### src/rtl/expu_inverse_correction_if.sv
// Request/response stream bundle for the exponent-unit inverse mantissa correction.
interface expu_inverse_correction_if #(
  parameter int N = 7
);
  logic         valid_i;
  logic         ready_o;
  logic [N-1:0] mantissa_i;
  logic         valid_o;
  logic         ready_i;
  logic [N-1:0] mantissa_o;
  logic         exact_o;

  modport slave (
    input  valid_i, mantissa_i, ready_i,
    output ready_o, valid_o, mantissa_o, exact_o
  );

  modport master (
    output valid_i, mantissa_i, ready_i,
    input  ready_o, valid_o, mantissa_o, exact_o
  );
endinterface

### src/rtl/expu_inverse_correction.sv
// Recovers the uncorrected mantissa m whose forward correction f(m) is the largest
// value not exceeding the target T, via MSB-first bisection (one bit per cycle).
module expu_inverse_correction #(
  parameter int INPUT_FRACTION       = 7,
  parameter int COEFFICIENT_FRACTION = 7,
  parameter int CONSTANT_FRACTION    = 7,
  parameter int MUL_SURPLUS_BITS     = 1,
  parameter int NOT_SURPLUS_BITS     = 0
) (
  input  logic                           clk_i,
  input  logic                           rst_ni,
  input  logic                           clear_i,
  expu_inverse_correction_if.slave       bus
);

  localparam int N   = INPUT_FRACTION;
  localparam int CF  = COEFFICIENT_FRACTION;
  localparam int KF  = CONSTANT_FRACTION;
  localparam int S   = MUL_SURPLUS_BITS;
  localparam int NS  = NOT_SURPLUS_BITS;
  localparam int SF  = (N > KF) ? N : KF;
  localparam int AW  = N - 1 + S;
  localparam int CW  = CF + 1;
  localparam int GW  = KF + 2;
  localparam int P1W = N + CF + S - 2;
  localparam int SW  = SF + 2;
  localparam int P2W = P1W + SW;
  localparam int SH  = SF + CF + S - NS;
  localparam int RW  = N + NS;
  localparam int KW  = (N > 1) ? $clog2(N) : 1;

  localparam real LN2 = 0.6931471805599453;
  localparam real AR  = 0.27055988837249;
  localparam real BR  = 0.4294429717321613;

  // int'() of a real rounds to nearest, matching the coefficient definition
  localparam int ALPHA   = int'(AR * real'(2 ** CF));
  localparam int BETA    = int'(BR * real'(2 ** CF));
  localparam int GAMMA_1 = int'((LN2 / AR) * real'(2 ** KF));
  localparam int GAMMA_2 = int'((2.0 * LN2 / BR - 1.0) * real'(2 ** KF));

  localparam logic [CW-1:0] ALPHA_C = CW'(ALPHA);
  localparam logic [CW-1:0] BETA_C  = CW'(BETA);
  localparam logic [GW-1:0] G1_C    = GW'(GAMMA_1);
  localparam logic [GW-1:0] G2_C    = GW'(GAMMA_2);

  function automatic logic [N-1:0] f_corr(input logic [N-1:0] m);
    logic [AW-1:0]  a;
    logic [CW-1:0]  coef;
    logic [GW-1:0]  gamma;
    logic [P1W-1:0] p1;
    logic [SW-1:0]  sum;
    logic [P2W-1:0] p2;
    logic [RW-1:0]  r;
    logic [RW-1:0]  rs;
    a     = AW'(m[N-2:0]) << S;
    if (m[N-1]) a = ~a;
    coef  = m[N-1] ? BETA_C : ALPHA_C;
    gamma = m[N-1] ? G2_C : G1_C;
    p1    = P1W'((AW + CW)'(a) * (AW + CW)'(coef));
    sum   = (SW'(m) << (SF - N)) + (SW'(gamma) << (SF - KF));
    p2    = P2W'(p1) * P2W'(sum);
    r     = RW'(p2 >> SH);
    rs    = m[N-1] ? ~r : r;
    return N'(rs >> NS);
  endfunction

  typedef enum logic [1:0] {IDLE, SEARCH, DONE} state_t;

  state_t         r_state;
  state_t         w_next;
  logic [N-1:0]   r_t;
  logic [N-1:0]   r_res;
  logic [N-1:0]   r_fr;
  logic [KW-1:0]  r_k;
  logic           r_exact;

  logic [N-1:0]   w_cand;
  logic [N-1:0]   w_fc;
  logic           w_take;
  logic [N-1:0]   w_fnext;

  assign w_cand  = r_res | (N'(1) << r_k);
  assign w_fc    = f_corr(w_cand);
  assign w_take  = (w_fc <= r_t);
  // f of the running result is tracked so exact_o needs no second f evaluation
  assign w_fnext = w_take ? w_fc : r_fr;

  always_ff @(posedge clk_i or negedge rst_ni) begin
    if (!rst_ni) r_state <= IDLE;
    else         r_state <= w_next;
  end

  always_comb begin
    w_next = r_state;
    case (r_state)
      IDLE:    if (bus.valid_i) w_next = SEARCH;
      SEARCH:  if (r_k == '0) w_next = DONE;
      DONE:    if (bus.ready_i) w_next = IDLE;
      default: w_next = IDLE;
    endcase
    if (clear_i) w_next = IDLE;
  end

  always_ff @(posedge clk_i or negedge rst_ni) begin
    if (!rst_ni) begin
      r_t     <= '0;
      r_res   <= '0;
      r_fr    <= '0;
      r_k     <= '0;
      r_exact <= 1'b0;
    end else if (clear_i) begin
      r_t     <= '0;
      r_res   <= '0;
      r_fr    <= '0;
      r_k     <= '0;
      r_exact <= 1'b0;
    end else begin
      case (r_state)
        IDLE: begin
          if (bus.valid_i) begin
            r_t     <= bus.mantissa_i;
            r_res   <= '0;
            r_fr    <= '0;
            r_k     <= KW'(N - 1);
            r_exact <= 1'b0;
          end
        end
        SEARCH: begin
          if (w_take) begin
            r_res <= w_cand;
            r_fr  <= w_fc;
          end
          r_k <= r_k - 1'b1;
          if (r_k == '0) r_exact <= (w_fnext == r_t);
        end
        default: ;
      endcase
    end
  end

  assign bus.ready_o    = (r_state == IDLE);
  assign bus.valid_o    = (r_state == DONE);
  assign bus.mantissa_o = r_res;
  assign bus.exact_o    = r_exact;

endmodule

### src/flat_wrapper.sv
// flat-port wrapper written by rule: the top's interface ports become plain ports
module expu_inverse_correction_flat 
#(
  parameter int INPUT_FRACTION       = 7,
  parameter int COEFFICIENT_FRACTION = 7,
  parameter int CONSTANT_FRACTION    = 7,
  parameter int MUL_SURPLUS_BITS     = 1,
  parameter int NOT_SURPLUS_BITS     = 0
)
  (clk_i, rst_ni, clear_i, bus_valid_i, bus_mantissa_i, bus_ready_i, bus_ready_o, bus_valid_o, bus_mantissa_o, bus_exact_o);
  expu_inverse_correction_if #(.N(7)) bus_i ();
  input  logic clk_i;
  input  logic rst_ni;
  input  logic clear_i;
  input wire logic [$bits(bus_i.valid_i)-1:0] bus_valid_i;
  input wire logic [$bits(bus_i.mantissa_i)-1:0] bus_mantissa_i;
  input wire logic [$bits(bus_i.ready_i)-1:0] bus_ready_i;
  output wire logic [$bits(bus_i.ready_o)-1:0] bus_ready_o;
  output wire logic [$bits(bus_i.valid_o)-1:0] bus_valid_o;
  output wire logic [$bits(bus_i.mantissa_o)-1:0] bus_mantissa_o;
  output wire logic [$bits(bus_i.exact_o)-1:0] bus_exact_o;
  assign bus_i.valid_i = bus_valid_i;
  assign bus_i.mantissa_i = bus_mantissa_i;
  assign bus_i.ready_i = bus_ready_i;
  assign bus_ready_o = bus_i.ready_o;
  assign bus_valid_o = bus_i.valid_o;
  assign bus_mantissa_o = bus_i.mantissa_o;
  assign bus_exact_o = bus_i.exact_o;
  expu_inverse_correction #(.INPUT_FRACTION(INPUT_FRACTION), .COEFFICIENT_FRACTION(COEFFICIENT_FRACTION), .CONSTANT_FRACTION(CONSTANT_FRACTION), .MUL_SURPLUS_BITS(MUL_SURPLUS_BITS), .NOT_SURPLUS_BITS(NOT_SURPLUS_BITS)) u_core (.clk_i(clk_i), .rst_ni(rst_ni), .clear_i(clear_i), .bus(bus_i));
endmodule
### config.mk
export PLATFORM = sky130hd
export DESIGN_NAME = expu_inverse_correction_flat
export DESIGN_NICKNAME = d
export VERILOG_FILES = /design/src/rtl/expu_inverse_correction_if.sv /design/src/rtl/expu_inverse_correction.sv /design/src/flat_wrapper.sv
export SDC_FILE = /design/constraint.sdc
export NUM_CORES = 1
export LEC_CHECK = 0
export ABC_AREA = 1
export BUFFER_PORTS_ARGS = -buffer_cell sky130_fd_sc_hd__buf_2
export CORE_MARGIN = 2
export CORE_UTILIZATION = 35
export DETAILED_ROUTE_END_ITERATION = 7
export PLACE_DENSITY = 0.55
export SLEW_MARGIN = 20
export SYNTH_ARGS = -nofsm -noshare
export SYNTH_HDL_FRONTEND = slang
export SYNTH_SLANG_ARGS = --single-unit
### constraint.sdc
create_clock -name clk_i -period 12.05 [get_ports clk_i]
set_input_delay 0.6025 -clock clk_i [delete_from_list [all_inputs] [get_ports clk_i]]
set_output_delay 0.6025 -clock clk_i [all_outputs]
set_load 0.005 [all_outputs]
==> results of run 1 <==
-- layout make-up --
class	instances	share of cell area (%)
clock inverter	1	0.0712
inverter	205	11.2
tap	234	4.17
timing repair buffer	23	1.71
multi-input combinational	632	72.2
clock buffer	3	1.07
sequential	27	9.62
-- worst reg2reg max path: cells and delay by family (launching register included) --
family	cells	cell delay [ns]
AOI/OAI and AO/OA	8	1.17
adders and majority gates	11	4.50
buffers and inverters	9	1.20
DFF	1	0.42
and+or+nand+nor	23	3.06
-- metrics by stage --
stage	setup slack, ns	cells	hold slack [ns]	instance area [µm²]	util, %
3_5_place_dp	1.67	1121	0.487	6950	37.4
6_report	1.63	1125	0.357	7030	37.8
5_1_grt	0.751	1125	0.401	7030	37.8
3_3_place_gp	1.92	1121	0.478	6950	37.4
4_1_cts	1.60	1125	0.381	7030	37.8
2_1_floorplan	3.01	874	0.307	6590	-
-- synthesized netlist by cell type (2+ instances only) --
cell type / instances
nor2_1: 73
dfrtp_1: 27
o21ai_0: 23
or2_1: 2
clkbuf_1: 7
nand3_1: 41
ha_1: 89
nand3_2: 2
nor3_1: 7
a21o_1: 5
nand2_2: 10
xnor2_1: 6
o31ai_1: 8
o21ai_2: 2
clkinv_1: 3
o22ai_1: 4
or2_2: 4
inv_4: 2
a21oi_1: 32
a21oi_4: 2
nor2_2: 12
a21oi_2: 4
inv_2: 4
fa_1: 85
nand3b_1: 2
o21a_1: 2
nand4_1: 4
nand2_1: 192
xor2_1: 7
inv_1: 195
nand2_4: 2
-- layer usage --
layer	part of all wire [%]	GRT usage, %	vias to the layer above
met5	0	0	-
met4	1.1	2.21	0
met3	2.8	1.32	16
met2	46	27.6	89
met1	51	24.4	2559
li1	-	-	2707
-- logic make-up after synthesis --
kind of cell	count (synthesis)	share of synthesized area, %
simple gates	356	23.4
xor+xnor	14	2.15
fa+ha+maj	174	42.7
flops	27	10.3
buf+inv	215	12.7
compound gates	88	8.68
-- flip-flops by register name (all words and copies together), names as in the netlist --
| register | count |
|---|---|
| u_core.r_fr | 7 |
| u_core.r_t | 7 |
| u_core.bus.exact_o | 1 |
| u_core.r_state | 2 |
| u_core.r_k | 3 |
| u_core.bus.mantissa_o | 7 |
-- cells in the final DEF (no fill, tap or decap), types with 2 or more instances in the layout --
cell / n
o22ai_1: 4
fa_1: 85
a21o_1: 5
nand2_2: 10
inv_1: 195
or2_1: 2
xor2_1: 7
nand3_2: 2
a21oi_2: 4
a21oi_4: 2
xnor2_1: 6
nor2_2: 12
buf_2: 21
a21oi_1: 32
nor3_1: 7
buf_4: 2
clkinv_1: 3
or2_2: 4
inv_4: 2
nand3_1: 41
o21ai_0: 23
o21ai_2: 2
clkbuf_16: 3
nor2_1: 73
o21a_1: 2
nand2_4: 2
o31ai_1: 8
dfrtp_1: 27
nand2_1: 192
inv_2: 4
nand3b_1: 2
ha_1: 89
nand4_1: 4
-- final timing paths --
check | start | endpoint | slack [ns] | cells after the start
setup / recovery | u_core.r_k[0] | u_core.bus.exact_o | 1.63 | 51
hold / removal | rst_ni | u_core.r_state[0] | 0.36 | 1
setup reg to reg | u_core.r_k[0] | u_core.bus.exact_o | 1.63 | 51
hold reg to reg | u_core.bus.exact_o | u_core.bus.exact_o | 0.51 | 2
max in group asynchronous | rst_ni | u_core.bus.mantissa_o[5] | 11.28 | 1
min in group clk_i | u_core.bus.exact_o | u_core.bus.exact_o | 0.51 | 2
==> flow_summary.json, run 1 <==
{
  "routabilityCongestion": 0.875,
  "ys_types": 47,
  "drt_first_pass_iters": 5,
  "seq_area_frac_synth_pct": 10.3,
  "grt_pass1_wl_um": 27300,
  "vias": 5371,
  "dieArea_um2": 19900,
  "slew_headroom_pct": 41.7,
  "portBuffers": 21,
  "hpwlAfterDp_um": 13500,
  "post_cts_resized": 0,
  "clockBufferDepth": 2,
  "drive_gt1_share_pct": 8.75,
  "grt_overflow": 0,
  "setup-violations-final": 0,
  "cp-start-kind": "flip-flop",
  "yosys_warnings": 0,
  "path_clk_slew_ns": 0.07,
  "grt_max_degree": 28,
  "clock_skew_ns": 0.00193,
  "fin_crit_ns": 10.42,
  "crit_family": "adder cells",
  "antenna_found_initial": 0,
  "rsz0062_at_grt": "false",
  "fill_cells": 1948,
  "hold_path_class": "primary input to async pin",
  "synth_seq_cells": 27,
  "cts_setup_buffers": 0,
  "grt_pass1_vias": 5592,
  "fp-row-count": 50,
  "start_util_pct": 35.4,
  "synth-edff-count": 0,
  "cts_hold_buf": 0,
  "clock_latency_ns": 0.26,
  "worst_pin_slew_ns": 0.872,
  "worstSetupPathType": "flip-flop to flip-flop",
  "finalCritPeriodShare_pct": 86.4,
  "cp.arrival_ns": 10.62,
  "seq_area_um2": 676,
  "clock_sinks": 27,
  "syn-cell-area_um2": 6590,
  "status": "finished, final reports clean",
  "antenna_left": 0,
  "final_nets": 1078,
  "drt_iter0_drc": 360,
  "syn_inst": 874,
  "maxCapViolations": 0,
  "core_area_um2": 18600,
  "timing.setup.tns_ns": 0,
  "syn_area_per_cell_um2": 7.54,
  "ios": 22,
  "setup.worst_path.end_class": "flip-flop",
  "cts_tree": "yes",
  "synthFlopType": "dfrtp_1",
  "cts_root_buf": "clkbuf_16",
  "area_delta_synth_final_pct": 6.69,
  "via_per_inst": 4.77,
  "path_buf_inv": 9,
  "synthTopCellsByArea": "fa_1 (26%), ha_1 (17%), inv_1 (11%), nand2_1 (11%), dfrtp_1 (10%)",
  "critPathMostFrequentCell": "nand2_1",
  "grt_use_total_pct": 16.7,
  "drc": 0,
  "finalHoldViolCount": 0,
  "die_w_um": 141,
  "slowest_stage": "fa_1",
  "wl_um": 15300,
  "numCtsBuffers": 3,
  "routedWlPerCell_um": 13.6,
  "maxSlewViolCount": 0,
  "cp_max_fo": 27,
  "critical-path-max-stage-delay_ns": 0.54,
  "die_h_um": 141,
  "multiInputGateArea_um2": 5070,
  "async_flop_share_pct": 100,
  "yosysTopAreaCell": "fa_1",
  "fmax_mhz": 96.0,
  "synth_top_area_share_pct": 25.8,
  "syn_nets": 1060,
  "cp.required_ns": 12.25,
  "htreeDepth": 1,
  "antennaDiodeCount": 0
}
Power of run 1 is left out: the tool's default activity adds up to more than one toggle a clock period on the data nets, which glitch-free logic cannot reach.
==> run 2: changes to the inputs <==
Settings changed: CELL_PAD_IN_SITES_DETAIL_PLACEMENT from default to 0, CELL_PAD_IN_SITES_GLOBAL_PLACEMENT from default to 1, CORE_UTILIZATION 35 to 34, PLACE_DENSITY 0.55 to 0.67.
==> flow_summary.json, run 2 (same netlist as run 1, synthesis figures left out) <==
{
  "cp.required_ns": 12.26,
  "antenna_found_initial": 0,
  "ff2ff_path_depth": 51,
  "grt_overflow": 0,
  "post_cts_resized": 0,
  "die_h_um": 143,
  "worst_pin_slew_ns": 0.969,
  "slew_headroom_pct": 35.2,
  "slowest_stage": "fa_1",
  "critical-path-max-stage-delay_ns": 0.54,
  "path_clk_slew_ns": 0.07,
  "antenna_left": 0,
  "ios": 22,
  "cp.arrival_ns": 10.69,
  "portBuffers": 21,
  "multiInputGateArea_um2": 5070,
  "placed_cell_area_um2": 6990,
  "start_util_pct": 35.0,
  "drt_iter0_drc": 261,
  "final_nets": 1079,
  "routedWlPerCell_um": 14.0,
  "worstSetupPathType": "flip-flop to flip-flop",
  "setup.worst_path.end_class": "flip-flop",
  "hpwlAfterDp_um": 14200,
  "area_delta_synth_final_pct": 7.33,
  "finalHoldViolCount": 0,
  "htreeDepth": 1,
  "clockBufferDepth": 2,
  "status": "finished, final reports clean",
  "fp-row-count": 50,
  "worstReg2RegStart": "u_core.r_k[0]",
  "via_per_inst": 4.63,
  "grt_pass1_wl_um": 27800,
  "fill_cells": 2030,
  "cts_root_buf": "clkbuf_16",
  "fin_area_um2": 7070,
  "wl_um": 16100,
  "clock_latency_ns": 0.26,
  "drc": 0,
  "drt_first_pass_iters": 5,
  "fin_crit_ns": 10.48,
  "path_buf_inv": 9,
  "maxSlewViolCount": 0,
  "seq_area_um2": 676,
  "drive_gt1_share_pct": 8.86,
  "antennaDiodeCount": 0,
  "cp-start-kind": "flip-flop",
  "rsz0062_at_grt": "false",
  "grt_use_total_pct": 17.0,
  "timing.setup.tns_ns": 0,
  "cp_max_fo": 27,
  "clock_sinks": 27,
  "grt_pass1_vias": 5434,
  "finalCritPeriodShare_pct": 87.0,
  "setup-violations-final": 0,
  "critPathMostFrequentCell": "nand2_1",
  "maxCapViolations": 0,
  "layout_commonest_cell": "inv_1",
  "routabilityCongestion": 0.867,
  "r2r_setup_slack_ns": 1.57,
  "layout_common_cells": "inv_1 (195), nand2_1 (192), ha_1 (89), fa_1 (85), nor2_1 (73)",
  "crit_family": "adder cells",
  "numCtsBuffers": 3,
  "fmax_mhz": 95.4,
  "die_w_um": 143,
  "cts_setup_buffers": 0,
  "hold_path_class": "primary input to async pin",
  "clock_skew_ns": 0.00881,
  "vias": 5339,
  "cts_hold_buf": 0,
  "core_area_um2": 18800,
  "hold_slack_ns": 0.361,
  "dieArea_um2": 20500,
  "worstReg2RegEnd": "u_core.bus.exact_o",
  "cts_tree": "yes",
  "grt_max_degree": 28
}
==> run 2: cell type report <==
cell class / count / area share (%)
clock buffers: 3 / 1.06
clock inverters: 1 / 0.106
inverters: 205 / 11.1
multi-input cells: 632 / 71.7
flip-flops and latches: 27 / 9.56
well taps: 260 / 4.60
repair buffers: 24 / 1.81
==> run 2: worst register-to-register path: cells and delay by family, from the launching register on <==
family          cells  cell delay, ns
fa+ha+maj          11            4.50
buf+inv             9            1.22
compound gates      8            1.18
flops               1            0.42
simple gates       23            3.09
==> run 2: metrics by stage <==
step / utilization [%] / worst slack (ns) / instances
2_1_floorplan: - / 3.01 / 874
3_3_place_gp: 37.1 / 1.74 / 1148
3_5_place_dp: 37.1 / 1.55 / 1148
4_1_cts: 37.5 / 1.49 / 1152
5_1_grt: 37.5 / 0.516 / 1152
6_report: 37.5 / 1.57 / 1152
==> run 2: how the worst max path moves through the flow <==
stage | from | to | slack [ns] | cells past startpoint
5_1_grt | u_core.r_k[0] | u_core.bus.exact_o | 0.52 | 51
3_3_place_gp | u_core.r_k[0] | u_core.bus.exact_o | 1.74 | 51
2_1_floorplan | u_core.r_k[0] | u_core.bus.exact_o | 3.01 | 53
4_1_cts | u_core.r_k[0] | u_core.bus.exact_o | 1.49 | 51
3_5_place_dp | u_core.r_k[0] | u_core.bus.exact_o | 1.55 | 51
6_report | u_core.r_k[0] | u_core.bus.exact_o | 1.57 | 51
==> run 2: layer usage <==
| metal | up-vias | track usage [%] | share of wire (%) | routed length [µm] |
|---|---|---|---|---|
| met1 | 2538 | 25.9 | 52 | 8280 |
| li1 | 2714 | - | - | - |
| met2 | 79 | 27.2 | 45 | 7190 |
| met3 | 8 | 1.07 | 3.0 | 478 |
| met4 | 0 | 1.98 | 0.83 | 133 |
| met5 | - | 0 | 0 | 0 |
Power of run 2 is left out for the same reason.
==> run 3: changes to the inputs <==
Settings changed: ABC_AREA 1 to default, PLACE_DENSITY 0.67 to 0.65.
==> flow_summary.json, run 3 <==
{
  "status": "finished, final reports clean",
  "vias": 4568,
  "cp.required_ns": 12.26,
  "synth_compound_gate_area_share_pct": 11.6,
  "clock_sinks": 27,
  "antenna_left": 0,
  "ys_types": 57,
  "via_per_inst": 4.89,
  "cts_root_buf": "clkbuf_16",
  "finalHoldViolCount": 0,
  "hold_path_class": "primary input to async pin",
  "layout_common_cells": "inv_1 (136), ha_1 (89), fa_1 (85), nand2_1 (77), nor2_1 (64)",
  "portBuffers": 21,
  "synth_xor_area_share_pct": 5.91,
  "netlist_top_cells_count": "inv_1 (136), ha_1 (89), fa_1 (85), nand2_1 (77), nor2_1 (64)",
  "numCtsBuffers": 3,
  "cp_max_fo": 16,
  "routedWlPerCell_um": 15.2,
  "area_delta_synth_final_pct": 7.37,
  "yosysTopAreaCell": "fa_1",
  "crit_start": "u_core.r_k[0]",
  "slowest_stage": "xor2_1",
  "fp-row-count": 48,
  "path_clk_slew_ns": 0.07,
  "dieArea_um2": 18900,
  "drt_first_pass_iters": 4,
  "htreeDepth": 1,
  "synth-edff-count": 0,
  "grt_pass1_vias": 5003,
  "layout_commonest_cell": "inv_1",
  "crit_family": "adder cells",
  "yosysMostFrequentCell": "inv_1",
  "pre_cts_ws_ns": 1.36,
  "wl_um": 14200,
  "timing.setup.tns_ns": 0,
  "synthFlopType": "dfrtp_1",
  "worstReg2RegStart": "u_core.r_k[0]",
  "post_cts_resized": 0,
  "syn_area_per_cell_um2": 8.71,
  "routabilityCongestion": 0.839,
  "grt_max_degree": 28,
  "syn-cell-area_um2": 6060,
  "die_h_um": 138,
  "clock_skew_ns": 0.00514,
  "syn_nets": 882,
  "setup-violations-final": 0,
  "rsz0062_at_grt": "false",
  "grt_use_total_pct": 16.7,
  "cts_setup_buffers": 0,
  "critical-path-max-stage-delay_ns": 0.53,
  "yosys_warnings": 0,
  "antennaDiodeCount": 0,
  "grt_overflow": 0,
  "final_util_pct": 37.5,
  "drc": 0,
  "start_util_pct": 34.9,
  "drive_gt1_share_pct": 6.76,
  "hpwlAfterDp_um": 12200,
  "clock_latency_ns": 0.27,
  "antenna_found_initial": 0,
  "maxSlewViolCount": 0,
  "core_area_um2": 17400,
  "drt_iter0_drc": 197,
  "synth_seq_cells": 27,
  "clockBufferDepth": 2,
  "fmax_mhz": 93.2,
  "synth.area.mux_share_pct": 1.03,
  "slew_headroom_pct": 34.4,
  "synthSimpleGateAreaFrac_pct": 14.1,
  "grt_pass1_wl_um": 25100,
  "async_flop_share_pct": 100,
  "ios": 22,
  "cts_tree": "yes",
  "worst_pin_slew_ns": 0.976,
  "seq_area_frac_synth_pct": 11.2,
  "setup.worst_path.end_class": "flip-flop",
  "maxCapViolations": 0,
  "synthAdderAreaFrac_pct": 46.5,
  "setup_slack_ns": 1.32,
  "syn_inst": 696,
  "worstSetupPathType": "flip-flop to flip-flop",
  "cp-start-kind": "flip-flop",
  "path_buf_inv": 8,
  "die_w_um": 138,
  "finalCritPeriodShare_pct": 89.0,
  "synth_top_area_share_pct": 28.1,
  "synth_top_family_by_area": "adder cells",
  "fin_crit_ns": 10.73,
  "synthTopCellsByArea": "fa_1 (28%), ha_1 (18%), dfrtp_1 (11%), inv_1 (8.4%), nand2_1 (4.8%)",
  "cts_hold_buf": 0,
  "r2r_setup_slack_ns": 1.32,
  "final_nets": 897,
  "cp.arrival_ns": 10.94
}
==> run 3: cell types whose count changed in the layout (fill, tap and decap cells not counted), sizes merged, moves of 8 or more <==
cell	before	now
nand2	205	77
inv	201	137
nand3	43	8
xnor2	6	33
nor2	85	64
o21ai	25	8
a21o	5	16
nor2b	0	8
==> run 3: final cells by class <==
| cell class | count | area (µm²) |
|---|---|---|
| Fill cell | 1786 | 10900 |
| Clock inverter | 1 | 7.51 |
| Sequential cell | 27 | 676 |
| Timing Repair Buffer | 28 | 158 |
| Tap cell | 225 | 282 |
| Clock buffer | 3 | 75.1 |
| Inverter | 138 | 518 |
| Multi-Input combinational cell | 513 | 4790 |
==> run 3: routing by layer <==
metal / vias up / track usage, % / share of wire (%)
met3: 18 / 2.02 / 3.4
met5: - / 0 / 0
met2: 66 / 30.3 / 50
met1: 2242 / 21.2 / 45
li1: 2242 / - / -
met4: 0 / 3.38 / 1.8
==> run 3: logic make-up (layout without fill, tap and decap cells) <==
family          count (synthesis)  after routing
simple gates                  191            191
fa+ha+maj                     174            174
buf+inv                       156            170
compound gates                102            102
xor+xnor                       40             40
flops                          27             27
mux                             6              6
==> run 3: worst paths after layout <==
path,cells past startpoint,to
setup / recovery,43,u_core.bus.exact_o
hold / removal,1,u_core.r_t[1]
setup reg to reg,43,u_core.bus.exact_o
hold reg to reg,1,u_core.r_fr[2]
max in group asynchronous,1,u_core.r_fr[2]
min in group clk_i,2,u_core.r_state[1]
==> run 3: through the flow <==
| step | instance area (µm²) | std cells | hold slack, ns |
|---|---|---|---|
| detailed placement | 6420 | 931 | 0.488 |
| finish | 6510 | 935 | 0.344 |
| CTS | 6510 | 935 | 0.370 |
| floorplan | 6060 | 696 | 0.307 |
| global placement | 6420 | 931 | 0.485 |
| global route | 6510 | 935 | 0.391 |
Power of run 3 is left out for the same reason.
